**src/rtl/mem_arbiter_pkg.sv**
```systemverilog
// Shared state encoding, mem_len codes and stall constants for mem_arbiter.
package mem_arbiter_pkg;

  typedef enum logic [1:0] {
    IDLE = 2'd0,
    RD   = 2'd1,
    WR   = 2'd2,
    DONE = 2'd3
  } state_e;

  localparam logic [1:0] LEN_BYTE = 2'b00;
  localparam logic [1:0] LEN_HALF = 2'b01;
  localparam logic [1:0] LEN_WORD = 2'b11;

  localparam logic STOP    = 1'b1;
  localparam logic NO_STOP = 1'b0;

  // Code 2'b10 is not a real size; it is served as a word.
  function automatic logic [2:0] len_to_n(input logic [1:0] len);
    case (len)
      LEN_BYTE: return 3'd1;
      LEN_HALF: return 3'd2;
      LEN_WORD: return 3'd4;
      default:  return 3'd4;
    endcase
  endfunction

endpackage

```
**src/rtl/mem_arbiter.sv**
```systemverilog
// Byte-serial RAM arbiter: load/store port has fixed priority over instruction fetch.
// Define MEM_ARB_SIGNEXT_EN to honour mem_signed on byte/half loads.
//   state | meaning
//   IDLE  | waiting; accepts MEM first, then IF
//   RD    | issuing read addresses and capturing returned bytes
//   WR    | driving one write byte per cycle
//   DONE  | ack cycle; always returns to IDLE
module mem_arbiter
  import mem_arbiter_pkg::*;
(
  input  logic        clk,
  input  logic        rst,
  input  logic        if_req,
  input  logic [31:0] if_addr,
  output logic        if_ack,
  output logic [31:0] if_data,
  input  logic        mem_req,
  input  logic        mem_we,
  input  logic [1:0]  mem_len,
  input  logic        mem_signed,
  input  logic [31:0] mem_addr,
  input  logic [31:0] mem_wdata,
  output logic        mem_ack,
  output logic [31:0] mem_rdata,
  output logic [31:0] ram_addr,
  output logic        ram_wr,
  output logic [7:0]  ram_dout,
  input  logic [7:0]  ram_din,
  output logic        stallreq_if,
  output logic        stallreq_mem
);

  state_e      state_q;
  logic [2:0]  cnt_q;
  logic [2:0]  n_q;
  logic        is_mem_q;
  logic [31:0] wdata_q;
  logic [31:0] rbuf_q;
  logic [31:0] rbuf_d;
  logic [31:0] load_d;
  logic [1:0]  rd_idx;
  logic [1:0]  wr_idx;
  logic        if_ack_q;
  logic        mem_ack_q;
  logic [31:0] if_data_q;
  logic [31:0] mem_rdata_q;
  logic [31:0] ram_addr_q;
  logic        ram_wr_q;
  logic [7:0]  ram_dout_q;

`ifdef MEM_ARB_SIGNEXT_EN
  logic        sgn_q;
`else
  logic        unused_signed;
  assign unused_signed = mem_signed;
`endif

  // In RD, count k>0 means byte k-1 is on ram_din this cycle.
  assign rd_idx = cnt_q[1:0] - 2'd1;
  assign wr_idx = cnt_q[1:0] + 2'd1;

  always_comb begin
    rbuf_d = rbuf_q;
    rbuf_d[{rd_idx, 3'b000} +: 8] = ram_din;
  end

  always_comb begin
    load_d = rbuf_d;
`ifdef MEM_ARB_SIGNEXT_EN
    if (sgn_q && n_q == 3'd1) begin
      load_d = {{24{rbuf_d[7]}}, rbuf_d[7:0]};
    end else if (sgn_q && n_q == 3'd2) begin
      load_d = {{16{rbuf_d[15]}}, rbuf_d[15:0]};
    end
`endif
  end

  always_ff @(posedge clk or negedge rst) begin
    if (!rst) begin
      state_q     <= IDLE;
      cnt_q       <= '0;
      n_q         <= '0;
      is_mem_q    <= 1'b0;
      wdata_q     <= '0;
      rbuf_q      <= '0;
      if_ack_q    <= 1'b0;
      mem_ack_q   <= 1'b0;
      if_data_q   <= '0;
      mem_rdata_q <= '0;
      ram_addr_q  <= '0;
      ram_wr_q    <= 1'b0;
      ram_dout_q  <= '0;
`ifdef MEM_ARB_SIGNEXT_EN
      sgn_q       <= 1'b0;
`endif
    end else begin
      if_ack_q  <= 1'b0;
      mem_ack_q <= 1'b0;
      case (state_q)
        IDLE: begin
          cnt_q  <= '0;
          rbuf_q <= '0;
          if (mem_req) begin
            is_mem_q   <= 1'b1;
            n_q        <= len_to_n(mem_len);
            wdata_q    <= mem_wdata;
            ram_addr_q <= mem_addr;
`ifdef MEM_ARB_SIGNEXT_EN
            sgn_q      <= mem_signed;
`endif
            if (mem_we) begin
              ram_wr_q   <= 1'b1;
              ram_dout_q <= mem_wdata[7:0];
              state_q    <= WR;
            end else begin
              state_q    <= RD;
            end
          end else if (if_req) begin
            is_mem_q   <= 1'b0;
            n_q        <= 3'd4;
            ram_addr_q <= if_addr;
`ifdef MEM_ARB_SIGNEXT_EN
            sgn_q      <= 1'b0;
`endif
            state_q    <= RD;
          end
        end
        RD: begin
          cnt_q <= cnt_q + 3'd1;
          if (cnt_q != 3'd0) rbuf_q <= rbuf_d;
          if (cnt_q + 3'd1 < n_q) ram_addr_q <= ram_addr_q + 32'd1;
          if (cnt_q == n_q) begin
            cnt_q   <= '0;
            state_q <= DONE;
            if (is_mem_q) begin
              mem_ack_q   <= 1'b1;
              mem_rdata_q <= load_d;
            end else begin
              if_ack_q    <= 1'b1;
              if_data_q   <= rbuf_d;
            end
          end
        end
        WR: begin
          if (cnt_q + 3'd1 < n_q) begin
            cnt_q      <= cnt_q + 3'd1;
            ram_addr_q <= ram_addr_q + 32'd1;
            ram_dout_q <= wdata_q[{wr_idx, 3'b000} +: 8];
          end else begin
            cnt_q     <= '0;
            ram_wr_q  <= 1'b0;
            mem_ack_q <= 1'b1;
            state_q   <= DONE;
          end
        end
        DONE: state_q <= IDLE;
        default: state_q <= IDLE;
      endcase
    end
  end

  assign if_ack    = if_ack_q;
  assign mem_ack   = mem_ack_q;
  assign if_data   = if_data_q;
  assign mem_rdata = mem_rdata_q;
  assign ram_addr  = ram_addr_q;
  assign ram_wr    = ram_wr_q;
  assign ram_dout  = ram_dout_q;

  assign stallreq_if  = (if_req  && !if_ack_q)  ? STOP : NO_STOP;
  assign stallreq_mem = (mem_req && !mem_ack_q) ? STOP : NO_STOP;

endmodule

```
**config.mk**
```make
export PLATFORM = sky130hd
export DESIGN_NAME = mem_arbiter
export DESIGN_NICKNAME = d
export VERILOG_FILES = /design/src/rtl/mem_arbiter_pkg.sv /design/src/rtl/mem_arbiter.sv
export SDC_FILE = /design/constraint.sdc
export NUM_CORES = 1
export LEC_CHECK = 0
export BUFFER_PORTS_ARGS = -buffer_cell sky130_fd_sc_hd__buf_2
export CAP_MARGIN = 20
export CORE_ASPECT_RATIO = 0.9
export CORE_MARGIN = 1.5
export CORE_UTILIZATION = 58
export CTS_CLUSTER_SIZE = 40
export DETAILED_ROUTE_END_ITERATION = 7
export GPL_TIMING_DRIVEN = 0
export HOLD_SLACK_MARGIN = 0.1
export MAX_ROUTING_LAYER = met4
export PLACE_DENSITY = 0.85
export REMOVE_ABC_BUFFERS = 1
export SYNTH_ARGS = -nofsm -noshare
export SYNTH_HDL_FRONTEND = slang
export SYNTH_SLANG_ARGS = --single-unit
```
**constraint.sdc**
```tcl
create_clock -name clk -period 8.77 [get_ports clk]
set_input_delay 0.4385 -clock clk [delete_from_list [all_inputs] [get_ports clk]]
set_output_delay 0.4385 -clock clk [all_outputs]
set_load 0.05 [all_outputs]
```
==> results.md <==
- Cell internal pwr: 2430 µW
- Initial antenna violation count: 0
- Finished layout cell area: 0.0108 mm²
- Ys flop type: dfrtp_1
- Post-CTS setup buffer count: 0
- Max Freq: 221 MHz
- Diode count: 0
- Register area share after synthesis: 0.510
- CTS tree: done
- Final TNS setup: 0 ps
- Met1 Resource Use GR: 0.379
- Number of global-route vias before repair: 7187
- Psw: 2450 µW
- Count of final setup violators: 0
- Synth Instances: 846
- Iteration-0 DRC count of the detailed router: 607
- Fin nets: 1165
- DRT Wirelength: 22400 µm
- Die area: 0.0160 mm²
- Leakage power: 0.00505 µW
- Placeable Area: 0.0148 mm²
- Placer Congestion: 0.901
- Sequential share of power: 0.307
- Number of remaining DRC errors: 0
- Worst-path clk slew: 70 ps
- Post-DRT Antenna Nets: 0
- Filler instances: 1115
- CP Capture Type: register
- Fin Clk Skew: 9.19 ps
- Arrival time at the worst endpoint: 4840 ps
- Slew HR: 0.355
- Vias per cell: 5.99
- Required time of the critical path: 9090 ps
- Area leader, netlist: dfrtp_1
- Logic pwr share: 0.543
- Longest Clk Path Bufs: 2
- Distinct cell type count after synthesis: 59
- Max-cap violations: 0
- Drt wl/cell: 17.9 µm
- Top cells by area, synth: dfrtp_1 51%, mux2_2 9.4%, o21ai_0 4.9%, nand2_1 3.9%, a21oi_1 3.6%
- GRT Total Usage: 0.296
- GRT Max-Usage Layer: met2
- DR vias: 7489
- Buf/Inv on CP: 3
- Mapped Avg Cell Area: 10.4 µm²
- Minimum clock period: 4530 ps
- Num CTS Buffers: 17
- Crit path largest cell delay: 960 ps
- Multi-input gate area: 0.00405 mm²
- Number of H-tree levels: 4
- Placed cell areas: 0.0102 mm²
- Die width: 133 µm
- M2 GR Usage: 0.478
- Maximum VDD drop: 0.000246 V
- Most common cell on crit path: ha_1
- Worst setup margin: 4240 ps
- Synth Cell Area: 0.00883 mm²
- Drt pass-1 iters: 5
- Ports: 221
- Top delay family on crit path: adder cells
- Critical path's slowest cell: dfrtp_1
- Die Ht: 120 µm
- Layout cell share with drive strength beyond 1: 0.336
- Tot Pwr: 4880 µW
- Syn-to-layout area delta: 21.7%
- Clock root cell: clkbuf_16
- RSZ-0062 raised after global routing: false
- DP Wirelength: 15300 µm
- Place WS: 4400 ps
- Worst slew pin tran: 964 ps
- Clock sink count: 180
- Crit-path max FO: 19
- Sw frac: 0.502
- GR Layer Usage met3: 0.0613
- EDFF count, synth: 0
- Crit Path Class: reg2reg
- Pwr dens: 454 mW/mm²
- Clk network pwr share: 0.150
- Yosys top cell area share: 0.510
- Final hold violations: 0
- Post-synth ARST share: 1.00
- Tcrit/Tclk final: 0.516
- Storage cell area: 0.00450 mm²
- I/O Buffers: 219
- Slew Limit Fails: 0
- CP Cell Sequence: inv_1 -> ha_1 -> ha_1 -> nor2b_1 -> o211ai_1 -> buf_4 -> buf_6 -> nand2_1 -> or4_1 -> o221a_1
- Starting density of the core: 0.596
- Pin count of the biggest net entering global routing: 120
- Status: finished clean
- Total grt overflow: 0
- Row cnt: 42
- Clk Latency, worst-skew pair: 440 ps
- Yosys warns: 0
- Worst min path class: in2reg
- Yosys reg bits: 180
- First-pass GRT wire length: 36200 µm
- CP startpoint kind: register
==> power by group through the flow <==
stage / clock network, µW / registers (µW) / logic (µW)
2_1_floorplan: 0 / 2310 / 1040
3_3_place_gp: 0 / 1480 / 2470
3_5_place_dp: 0 / 1500 / 2620
4_1_cts: 739 / 1490 / 2640
5_1_grt: 776 / 1540 / 2820
6_report: 732 / 1500 / 2650
==> layer usage <==
metal / up-vias / part of all wire
met5: - / 0
met4: 0 / 0.021
met3: 38 / 0.068
met2: 343 / 0.49
met1: 3624 / 0.42
li1: 3484 / -
==> final timing paths <==
path | slack, ps | end | startpoint | depth (start not counted)
worst max-delay path | 4240 | ram_addr[29] | cnt_q[0] | 10
worst min-delay path | 200 | n_q[0] | mem_len[1] | 2
worst max register to register | 4240 | ram_addr[29] | cnt_q[0] | 10
worst min register to register | 470 | mem_rdata[22] | mem_rdata[22] | 2
max in group asynchronous | 7330 | wdata_q[13] | rst | 3
min in group asynchronous | 520 | mem_rdata[22] | rst | 2
==> sequential cells by signal, indices dropped and copies added, names as in the netlist <==
signal,flops
if_data,32
mem_rdata,32
rbuf_q,32
wdata_q,32
n_q,3
ram_dout,8
state_q,2
ram_wr,1
cnt_q,3
if_ack,1
mem_ack,1
ram_addr,32
is_mem_q,1
==> synth_stat cells, types with 2 or more instances <==
cell      count
nand4_1      20
a21oi_1      63
or2_1         2
a22o_1       33
o21ai_0      86
mux2i_1      14
nor2_1       12
o211ai_1      2
o311a_1       2
nand3_1      28
nor3b_1       2
buf_1        11
o31ai_1       2
xor2_1        3
mux2_2       74
or2_2         3
nor4_1        8
nand2b_1      3
o22a_1        2
nand2_1      92
and2_1        6
o22ai_1      25
a211oi_1      3
mux4_2        8
a31oi_1       4
or4_1         2
a22oi_1       8
inv_1        19
nor2b_1      34
clkbuf_1     45
nor3_1        9
dfrtp_1     180
or4_4         2
ha_1         14
==> worst reg2reg max path, delay by kind of cell, from the launching register on <==
kind                       cells  cell delay, ps
adders and majority gates      2            1110
DFF                            1             960
AOI/OAI and AO/OA              2             810
and+or+nand+nor                3             900
buffers and inverters          3             630
==> per-stage QoR <==
step | utilization | hold slack (ps) | std cells
floorplan | - | 143 | 788
global placement | 0.672 | 457 | 1205
detailed placement | 0.687 | 393 | 1217
CTS | 0.726 | 195 | 1250
global route | 0.726 | 208 | 1250
finish | 0.726 | 205 | 1250
==> kinds of logic (layout without fill, tap and decap cells) <==
family | after synthesis | in the layout | synth area share
compound gates | 244 | 244 | 0.169
simple gates | 231 | 231 | 0.135
flops | 180 | 180 | 0.510
mux | 96 | 96 | 0.131
buf+inv | 78 | 284 | 0.0337
fa+ha+maj | 14 | 14 | 0.0198
xor+xnor | 3 | 3 | 0.00297
==> final cells by class <==
class | instances | area share
Timing Repair Buffer | 232 | 0.123
Tap cell | 198 | 0.0230
Clock inverter | 9 | 0.00884
Multi-Input combinational cell | 588 | 0.376
Sequential cell | 180 | 0.419
Clock buffer | 23 | 0.0435
Inverter | 20 | 0.00698
==> timing repair <==
action | 4_1_cts | 5_1_grt
endpoints found under the setup margin | 0 | 0
endpoints found under the hold margin | 61 | 0
hold buffers | 1 | 0
gates resized for setup | 0 | 0
==> cells in the final DEF (no fill, tap or decap), drive strengths merged, types with 9 or more instances in the layout <==
cell    count
dfrtp     180
nor2b      34
nand4      21
mux2       74
nor2       12
buf       231
clkbuf     23
a21oi      63
mux2i      14
nor4        9
ha         14
o21ai      87
nand2      92
inv        22
nor3        9
a22o       33
o22ai      25
nand3      28
No activity file was read; power rests on OpenSTA's default activity.
